[src/rtl/shift_feed_writer_if.sv]
// Bus bundle for shift_feed_writer: the 1-cycle-latency memory read port
// and the write_en/data_in pair that feeds the 3-deep shift chain.
interface shift_feed_writer_if #(
  parameter int ADDR_W = 16,
  parameter int DATA_W = 32
);
  logic              mem_rd_en;
  logic [ADDR_W-1:0] mem_addr;
  logic [DATA_W-1:0] mem_rd_data;
  logic              shift_write_en;
  logic [DATA_W-1:0] shift_data;
  logic              line_end;

  // Writer side: drives reads and the chain, consumes read data.
  modport master (
    output mem_rd_en, mem_addr, shift_write_en, shift_data, line_end,
    input  mem_rd_data
  );

  // Memory/chain side.
  modport slave (
    input  mem_rd_en, mem_addr, shift_write_en, shift_data, line_end,
    output mem_rd_data
  );
endinterface

[src/rtl/shift_feed_writer.sv]
// shift_feed_writer: streams one frame of pixel words from a 1-cycle-latency
// read port into the shift chain, one word per accepted cycle, honouring a
// downstream stall through a 1-entry skid.
// Optional feature macro: FEED_PAD_EN -- when defined, two zero words are
// emitted after every line to flush the 3-deep chain; line_end then marks
// the second pad word.
module shift_feed_writer #(
  parameter int ADDR_W         = 16,
  parameter int DATA_W         = 32,
  parameter int WORDS_PER_LINE = 160,
  parameter int LINES          = 120
) (
  input  logic              clk,
  input  logic              rst,
  input  logic              start,
  input  logic [ADDR_W-1:0] base_addr,
  input  logic              stall,
  output logic              busy,
  output logic              done,
  shift_feed_writer_if.master bus
);

`ifdef FEED_PAD_EN
  localparam bit PAD_EN = 1'b1;
`else
  localparam bit PAD_EN = 1'b0;
`endif

  localparam int TOTAL = WORDS_PER_LINE * LINES;
  localparam int WI_W  = (WORDS_PER_LINE > 1) ? $clog2(WORDS_PER_LINE) : 1;
  localparam int LI_W  = (LINES > 1) ? $clog2(LINES) : 1;
  localparam int LIN_W = $clog2(TOTAL + 1);

  typedef enum logic [1:0] {IDLE, STREAM, DRAIN, DONE} state_t;

  state_t            state;
  logic [ADDR_W-1:0] base_q;
  logic [LIN_W-1:0]  lin_idx;    // reads issued so far in this frame
  logic [WI_W-1:0]   rd_word;    // word position of the next read in its line
  logic              line_hold;  // reads paused while a line's pads go out
  logic              pending;    // read data arrives this cycle
  logic              skid_vld;
  logic [DATA_W-1:0] skid_data;
  logic [WI_W-1:0]   word_idx;   // emit-side word position
  logic [LI_W-1:0]   line_idx;   // emit-side line count
  logic [1:0]        pad_left;
  logic              wr_en_q;
  logic [DATA_W-1:0] data_q;
  logic              line_end_q;
  logic              busy_q;
  logic              done_q;

  logic issue, take_ret, take_skid, take_pad;
  logic last_word, last_rd, rd_last_of_line;

  // Issue only when the return can be absorbed: no stall and an empty skid,
  // so a skid fill can never collide with another return.
  always_comb begin
    issue           = (state == STREAM) && !stall && !skid_vld && !line_hold;
    take_ret        = pending && !stall;
    take_skid       = skid_vld && !stall;
    take_pad        = PAD_EN && !pending && !skid_vld && (pad_left != 2'd0) && !stall;
    last_word       = (word_idx == WI_W'(WORDS_PER_LINE - 1));
    last_rd         = (lin_idx == LIN_W'(TOTAL - 1));
    rd_last_of_line = (rd_word == WI_W'(WORDS_PER_LINE - 1));
  end

  assign bus.mem_rd_en      = issue;
  assign bus.mem_addr       = base_q + ADDR_W'(lin_idx);
  assign bus.shift_write_en = wr_en_q;
  assign bus.shift_data     = data_q;
  assign bus.line_end       = line_end_q;
  assign busy               = busy_q;
  assign done               = done_q;

  // Frame FSM, read issue, skid and registered emit path.
  always_ff @(posedge clk) begin
    if (rst) begin
      state      <= IDLE;
      base_q     <= '0;
      lin_idx    <= '0;
      rd_word    <= '0;
      line_hold  <= 1'b0;
      pending    <= 1'b0;
      skid_vld   <= 1'b0;
      skid_data  <= '0;
      word_idx   <= '0;
      line_idx   <= '0;
      pad_left   <= 2'd0;
      wr_en_q    <= 1'b0;
      data_q     <= '0;
      line_end_q <= 1'b0;
      busy_q     <= 1'b0;
      done_q     <= 1'b0;
    end else begin
      wr_en_q    <= 1'b0;
      line_end_q <= 1'b0;
      done_q     <= 1'b0;
      pending    <= issue;

      if (issue) begin
        lin_idx <= lin_idx + 1'b1;
        rd_word <= rd_last_of_line ? '0 : rd_word + 1'b1;
        if (PAD_EN && rd_last_of_line) line_hold <= 1'b1;
      end

      // A stalled return parks in the skid; it leaves as soon as stall drops.
      if (pending && stall) begin
        skid_vld  <= 1'b1;
        skid_data <= bus.mem_rd_data;
      end else if (take_skid) begin
        skid_vld <= 1'b0;
      end

      if (take_ret || take_skid) begin
        wr_en_q    <= 1'b1;
        data_q     <= take_ret ? bus.mem_rd_data : skid_data;
        line_end_q <= !PAD_EN && last_word;
        if (last_word) begin
          word_idx <= '0;
          line_idx <= line_idx + 1'b1;
          if (PAD_EN) pad_left <= 2'd2;
        end else begin
          word_idx <= word_idx + 1'b1;
        end
      end else if (take_pad) begin
        wr_en_q  <= 1'b1;
        data_q   <= '0;
        pad_left <= pad_left - 2'd1;
        if (pad_left == 2'd1) begin
          line_end_q <= 1'b1;
          line_hold  <= 1'b0;
        end
      end

      case (state)
        IDLE: if (start) begin
          state    <= STREAM;
          base_q   <= base_addr;
          lin_idx  <= '0;
          rd_word  <= '0;
          word_idx <= '0;
          line_idx <= '0;
          busy_q   <= 1'b1;
        end
        STREAM: if (issue && last_rd) state <= DRAIN;
        DRAIN: if (!pending && !skid_vld && (pad_left == 2'd0)) begin
          state  <= DONE;
          busy_q <= 1'b0;
          done_q <= 1'b1;
        end
        default: state <= IDLE;
      endcase
    end
  end

endmodule

[src/flat_wrapper.sv]
// flat-port wrapper written by rule: the top's interface ports become plain ports
module shift_feed_writer_flat 
#(
  parameter int ADDR_W         = 16,
  parameter int DATA_W         = 32,
  parameter int WORDS_PER_LINE = 160,
  parameter int LINES          = 120
)
  (clk, rst, start, base_addr, stall, busy, done, bus_mem_rd_en, bus_mem_addr, bus_shift_write_en, bus_shift_data, bus_line_end, bus_mem_rd_data);
  shift_feed_writer_if #(.ADDR_W(ADDR_W), .DATA_W(DATA_W)) bus_i ();
  input  logic clk;
  input  logic rst;
  input  logic start;
  input  logic [ADDR_W-1:0] base_addr;
  input  logic stall;
  output logic busy;
  output logic done;
  output wire logic [$bits(bus_i.mem_rd_en)-1:0] bus_mem_rd_en;
  output wire logic [$bits(bus_i.mem_addr)-1:0] bus_mem_addr;
  output wire logic [$bits(bus_i.shift_write_en)-1:0] bus_shift_write_en;
  output wire logic [$bits(bus_i.shift_data)-1:0] bus_shift_data;
  output wire logic [$bits(bus_i.line_end)-1:0] bus_line_end;
  input wire logic [$bits(bus_i.mem_rd_data)-1:0] bus_mem_rd_data;
  assign bus_mem_rd_en = bus_i.mem_rd_en;
  assign bus_mem_addr = bus_i.mem_addr;
  assign bus_shift_write_en = bus_i.shift_write_en;
  assign bus_shift_data = bus_i.shift_data;
  assign bus_line_end = bus_i.line_end;
  assign bus_i.mem_rd_data = bus_mem_rd_data;
  shift_feed_writer #(.ADDR_W(ADDR_W), .DATA_W(DATA_W), .WORDS_PER_LINE(WORDS_PER_LINE), .LINES(LINES)) u_core (.clk(clk), .rst(rst), .start(start), .base_addr(base_addr), .stall(stall), .busy(busy), .done(done), .bus(bus_i));
endmodule
[config.mk]
export PLATFORM = sky130hd
export DESIGN_NAME = shift_feed_writer_flat
export DESIGN_NICKNAME = d
export VERILOG_FILES = /design/src/rtl/shift_feed_writer_if.sv /design/src/rtl/shift_feed_writer.sv /design/src/flat_wrapper.sv
export SDC_FILE = /design/constraint.sdc
export NUM_CORES = 1
export LEC_CHECK = 0
export CORE_AREA = 2 2 84 146
export DETAILED_ROUTE_END_ITERATION = 12
export DIE_AREA = 0 0 86 148
export HOLD_SLACK_MARGIN = 0.06
export PLACE_DENSITY_LB_ADDON = 0.12
export SYNTH_ARGS = -nofsm -noshare
export SYNTH_HDL_FRONTEND = slang
export SYNTH_SLANG_ARGS = --single-unit
[constraint.sdc]
create_clock -name clk -period 2.2 [get_ports clk]
set_input_delay 0.33 -clock clk [delete_from_list [all_inputs] [get_ports clk]]
set_output_delay 0.33 -clock clk [all_outputs]
set_load 0.05 [all_outputs]
==> qor.txt, run 1 <==
status: finished with violations
failing checks: setup timing
final WL: 14.1 mm
fin. max-slew vios: 0
Post-synth EDFFs: 0
routed via count: 5,164
fin nets: 901
clock-pin slew on the worst setup and hold paths: 0.07 ns
gr usage total: 22.8%
largest net degree at the start of global routing: 75
worst-path fanout max: 3
post-route ant nets: 0
Initial DRC Count: 201
die width: 86 µm
R2R Setup Slk: 0.43 ns
die height: 148 µm
Required @ worst endpoint: 1.87 ns
CP max-delay cell: or4_4
fin area: 7600 µm²
largest area contributor in the netlist: dfxtp_1
post-synthesis sequential area ratio: 41.7%
Syn Inst Count: 698
syn_nets: 771
dpl cell area: 7070 µm²
CP delay by family, top: simple AND/OR/NAND/NOR gates
Avg Synthesized Cell Area: 7.64 µm²
final setup margin: -0.510 ns
arrival time at the worst endpoint: 2.38 ns
number of global-route vias before repair: 5,211
hold slack: 0.373 ns
Worst setup SP type: register
CP bufs+invs: 1
Layout area overhead: 42.5%
synth warn: 0
GRT overflow: 0
Layout Skew: 0.00980 ns
TritonCTS clock tree: done
HP Class: in2reg
H-tree levels: 3
worst-margin pin slew: 0.551 ns
Initial DRT Pass Iterations: 4
Initial Util: 46.3%
clock sinks: 111
full die area: 12,700 µm²
root buffer cell: clkbuf_16
Avg WL per Cell: 14.5 µm
PD cells: 757 nW/µm²
Crit path largest cell delay: 0.50 ns
number of CTS-inserted buffers: 9
overall power: 0.00575 W
pre-CTS setup slack: -0.263 ns
Setup CP Type: reg2out
Placer Congestion: 0.828
Synth area leaders: dfxtp_1, a21oi_1, nand2_1
diode count: 0
antenna violations before repair: 0
Worst setup EP type: primary output
post-DR vias/cell: 5.33
reg2reg path depth: 6
cell breakdown of the critical path: ha_4, fa_2, a21oi_4, o211a_4, nor4_4, or4_4, nand3_4, buf_12
Core Area: 11,500 µm²
dpl hpwl: 9.91 mm
Max Clk Rate: 369 MHz
Hold Violations, Final: 0
most frequent cells after synthesis: nand2_1, dfxtp_1, a21oi_1
count of cell types in the netlist: 43
Max VDD drop: 580 µV
Final Cycle Share: 123%
slew margin rel.: 63.2%
ys flop type: dfxtp_1
Hold Path Stages: 2
CTS max path bufs: 2
first-pass GRT wire length: 23.7 mm
Std-Cell Rows: 52
endpoints failing setup: 13
Seq cells post-synth: 111
Residual DRC: 0
non-filler cells, final: 968
FFs w/ async S/R, synth: 0%
fin crit period: 2.71 ns
Post-CTS Hold Buffers: 0
max cap viols: 0
Leak: 3.00 nW
dpl cells: 950
Clock Latency Late Sink: 0.35 ns
CP Depth: 8
top-count cell post-synth: nand2_1
RSZ-0062 raised after global routing: yes
I/O Buffers: 104
synthesized cell area: 5330 µm²
share of layout cells above drive strength 1: 17.4%
Top Ports: 105
share of the synthesized area in the top cell type: 41.7%
## cell usage in the layout (no fill, tap or decap), types with 4 or more instances in the layout
| cell type | instances |
|---|---|
| a21oi_1 | 95 |
| a21oi_2 | 6 |
| a21oi_4 | 6 |
| and2_1 | 4 |
| buf_12 | 17 |
| buf_4 | 55 |
| clkbuf_16 | 9 |
| clkdlybuf4s50_1 | 86 |
| dfxtp_1 | 103 |
| dfxtp_2 | 8 |
| ha_1 | 14 |
| ha_4 | 6 |
| inv_1 | 37 |
| nand2_1 | 115 |
| nand3_1 | 10 |
| nand4_1 | 6 |
| nor2_1 | 91 |
| nor3_1 | 34 |
| nor3b_1 | 33 |
| o21ai_0 | 10 |
| or3_1 | 6 |
| xnor2_1 | 8 |
| xnor2_2 | 6 |
| xor2_1 | 10 |
## registers in the layout, summed over array words and instances, names as in the netlist, 2 cells and up
register,flops
u_core.bus.shift_data,32
u_core.skid_data,32
u_core.base_q,16
u_core.lin_idx,15
u_core.word_idx,8
u_core.state,2
## metrics by stage
step	util, %	setup TNS, ns
after floorplan	-	-0.789
after global placement	61.4	-0.825
after detailed placement	61.4	-1.09
after CTS	65.4	-3.85
after global routing	66.0	-4.64
final	66.0	-3.79
## final timing paths
check / end / from
min reg2reg: u_core.skid_data[12]$_SDFFE_PP0P_ / u_core.skid_data[12]$_SDFFE_PP0P_
min: u_core.busy$_SDFFE_PP0P_ / rst
max: bus_mem_addr[14] / u_core.base_q[0]$_SDFFE_PP0P_
max reg2reg: u_core.state[0]$_SDFFE_PP0P_ / u_core.lin_idx[12]$_SDFF_PP0_
## metal layers
| metal | global-route usage, % | vias to the layer above | part of all wire [%] | routed length, µm |
|---|---|---|---|---|
| li1 | - | 2588 | - | - |
| met1 | 24.3 | 2434 | 38 | 5330 |
| met2 | 43.0 | 120 | 56 | 7870 |
| met3 | 3.96 | 22 | 3.9 | 552 |
| met4 | 9.60 | 0 | 2.4 | 331 |
| met5 | 0 | - | 0 | 0 |
## report_power, final
group / internal (W) / switching, W
Clock: 0.000773 / 0.000746
Combinational: 0.000806 / 0.00113
Sequential: 0.00218 / 0.000118
Total: 0.00376 / 0.00199
## what timing repair did
| item | in CTS | in global routing |
|---|---|---|
| hold endpoints to repair | 0 | 0 |
| buffers inserted | 0 | 2 |
| pin swaps | 12 | 6 |
| endpoints found under the setup margin | 13 | 13 |
| gates cloned | 0 | 0 |
| resized for setup | 35 | 9 |
## final cells by class
type	count	area, µm²
fillers	951	3920
clock buffers	10	229
multi-input cells	509	3160
well taps	135	169
flip-flops and latches	111	2230
repair buffers	160	1630
clock inverters	6	42.5
inverters	37	139
## kinds of logic (layout without fill, tap and decap cells)
logic type                 count (synthesis)  after routing  synth area share (%)
DFF                                      111            111                  41.7
muxes                                      3              3                 0.563
AOI/OAI and AO/OA                        134            134                  13.5
buffers and inverters                     78            213                  5.75
adders and majority gates                 21             21                  5.07
and+or+nand+nor                          323            323                  28.9
xor gates and xnor gates                  28             28                  4.60
Power figures use the tool's default switching activity.
==> inputs of run 2 (changes only) <==
TNS_END_PERCENT = 100   (was not set)
==> results of run 2 <==
The final DEF is identical to that of run 1; final timing and power are the same.
==> inputs of run 3 (changes only) <==
SETUP_SLACK_MARGIN = 0.2   (was not set)
==> qor.txt, run 3 (synthesis results as in run 1) <==
antenna violations before repair: 0 (unchanged)
Post-CTS Hold Buffers: 0 (unchanged)
die height: 148 µm (unchanged)
Avg WL per Cell: 14.9 µm (was 14.5 µm)
GRT overflow: 0 (unchanged)
max cap viols: 0 (unchanged)
TritonCTS clock tree: done (unchanged)
Placer Congestion: 0.815 (was 0.828)
final setup margin: -0.512 ns (was -0.510 ns)
share of layout cells above drive strength 1: 16.9% (was 17.4%)
fin. max-slew vios: 0 (unchanged)
arrival time at the worst endpoint: 2.38 ns (about the same)
Crit path largest cell delay: 0.50 ns (about the same)
H-tree levels: 3 (unchanged)
Top Ports: 105 (unchanged)
dpl hpwl: 10.1 mm (was 9.91 mm)
slew margin rel.: 63.6% (was 63.2%)
Setup CP Type: reg2out (unchanged)
final WL: 14.3 mm (was 14.1 mm)
Core Util, Final: 67.3% (was 66.0%)
Fill cells: 933 (was 951)
Core Area: 11,500 µm² (unchanged)
post-DR vias/cell: 5.31 (was 5.33)
routed via count: 5,118 (was 5,164)
CP delay by family, top: simple AND/OR/NAND/NOR gates (unchanged)
I/O Buffers: 104 (unchanged)
status: finished with violations (unchanged)
overall power: 0.00600 W (was 0.00575 W)
Final Cycle Share: 123% (about the same)
number of CTS-inserted buffers: 9 (unchanged)
HP Class: in2reg (unchanged)
post-route ant nets: 0 (unchanged)
Clock Latency Late Sink: 0.34 ns (was 0.35 ns)
Hold Violations, Final: 0 (unchanged)
PD cells: 774 nW/µm² (was 757 nW/µm²)
Required @ worst endpoint: 1.87 ns (about the same)
Leak: 3.02 nW (was 3.00 nW)
cell breakdown of the critical path: ha_4, fa_2, a21oi_2, o211a_4, nor4_4, or4_4, nand3_4, buf_12 (was ha_4, fa_2, a21oi_4, o211a_4, nor4_4, or4_4, nand3_4, buf_12)
number of global-route vias before repair: 5,179 (was 5,211)
diode count: 0 (unchanged)
Residual DRC: 0 (unchanged)
Max VDD drop: 547 µV (was 580 µV)
Initial Util: 46.3% (unchanged)
Layout Skew: 0.00980 ns (about the same)
first-pass GRT wire length: 23.6 mm (was 23.7 mm)
most frequent cells in the layout: nand2_1, dfxtp_1, a21oi_1 (unchanged)
fin crit period: 2.71 ns (about the same)
worst-margin pin slew: 0.544 ns (was 0.551 ns)
full die area: 12,700 µm² (unchanged)
worst-path fanout max: 3 (unchanged)
clock-pin slew on the worst setup and hold paths: 0.07 ns (about the same)
Layout area overhead: 45.2% (was 42.5%)
die width: 86 µm (unchanged)
root buffer cell: clkbuf_16 (unchanged)
gr usage total: 22.8% (about the same)
CP max-delay cell: or4_4 (unchanged)
Std-Cell Rows: 52 (unchanged)
CTS max path bufs: 2 (unchanged)
commonest non-fill, non-tap cell in the layout: nand2_1 (unchanged)
Initial DRT Pass Iterations: 4 (unchanged)
largest net degree at the start of global routing: 51 (was 75)
endpoints failing setup: 12 (was 13)
CP bufs+invs: 1 (unchanged)
Worst setup SP type: register (unchanged)
Worst setup EP type: primary output (unchanged)
clock sinks: 111 (unchanged)
failing checks: setup timing (unchanged)
Initial DRC Count: 163 (was 201)
RSZ-0062 raised after global routing: yes (unchanged)
Max Clk Rate: 369 MHz (about the same)
fin nets: 897 (was 901)
run 3: stage by stage:
stage | TNS (ns) | cell area (µm²) | hold WS [ns] | std cells | worst slack, ns
finish | -4.27 | 7740 | 0.412 | 963 | -0.512
detailed placement | -1.02 | 7190 | 0.447 | 942 | -0.269
global route | -5.28 | 7740 | 0.432 | 963 | -0.541
global placement | -0.760 | 7190 | 0.442 | 942 | -0.248
CTS | -4.19 | 7640 | 0.401 | 959 | -0.509
floorplan | -0.377 | 5620 | 0.437 | 698 | -0.119
run 3: worst paths after layout:
path | start | to | slack (ns) | cells past startpoint
max reg2reg | u_core.lin_idx[12]$_SDFF_PP0_ | u_core.state[1]$_SDFFE_PP0P_ | 0.39 | 7
max | u_core.base_q[0]$_SDFFE_PP0P_ | bus_mem_addr[14] | -0.51 | 8
min | rst | u_core.base_q[10]$_SDFFE_PP0P_ | 0.41 | 2
min reg2reg | u_core.skid_data[18]$_SDFFE_PP0P_ | u_core.skid_data[18]$_SDFFE_PP0P_ | 0.46 | 2
run 3: timing repair:
| item | in CTS | in global routing |
|---|---|---|
| buffers inserted | 2 | 4 |
| cloned | 0 | 0 |
| pin swaps | 13 | 4 |
| setup endpoints to repair | 17 | 15 |
| resized for setup | 20 | 13 |
run 3: layout make-up:
type	count	area, µm²	area share (%)
repair buffers	156	1640	21.2
flip-flops and latches	111	2230	28.8
clock inverters	3	67.6	0.872
inverters	37	139	1.79
well taps	135	169	2.18
multi-input cells	509	3250	42.0
clock buffers	12	246	3.18
run 3: report_power, final:
part	internal, W	switching, W
Combinational	0.000836	0.00114
Sequential	0.00218	0.000120
Clock	0.00102	0.000698
Total	0.00404	0.00196
run 3: layer usage:
metal / share of wire [%] / vias up / track usage (%)
met5: 0 / - / 0
met3: 3.5 / 20 / 3.69
met1: 39 / 2420 / 24.5
li1: - / 2566 / -
met4: 2.1 / 0 / 9.37
met2: 56 / 112 / 42.8
run 3: worst register-to-register path, stage by stage (launching register included):
cell	delay (ns)
dfxtp_1	0.34
buf_4	0.16
nor4b_2	0.42
buf_4	0.18
nand4_1	0.10
o22ai_2	0.21
mux2i_1	0.24
nor2_1	0.05
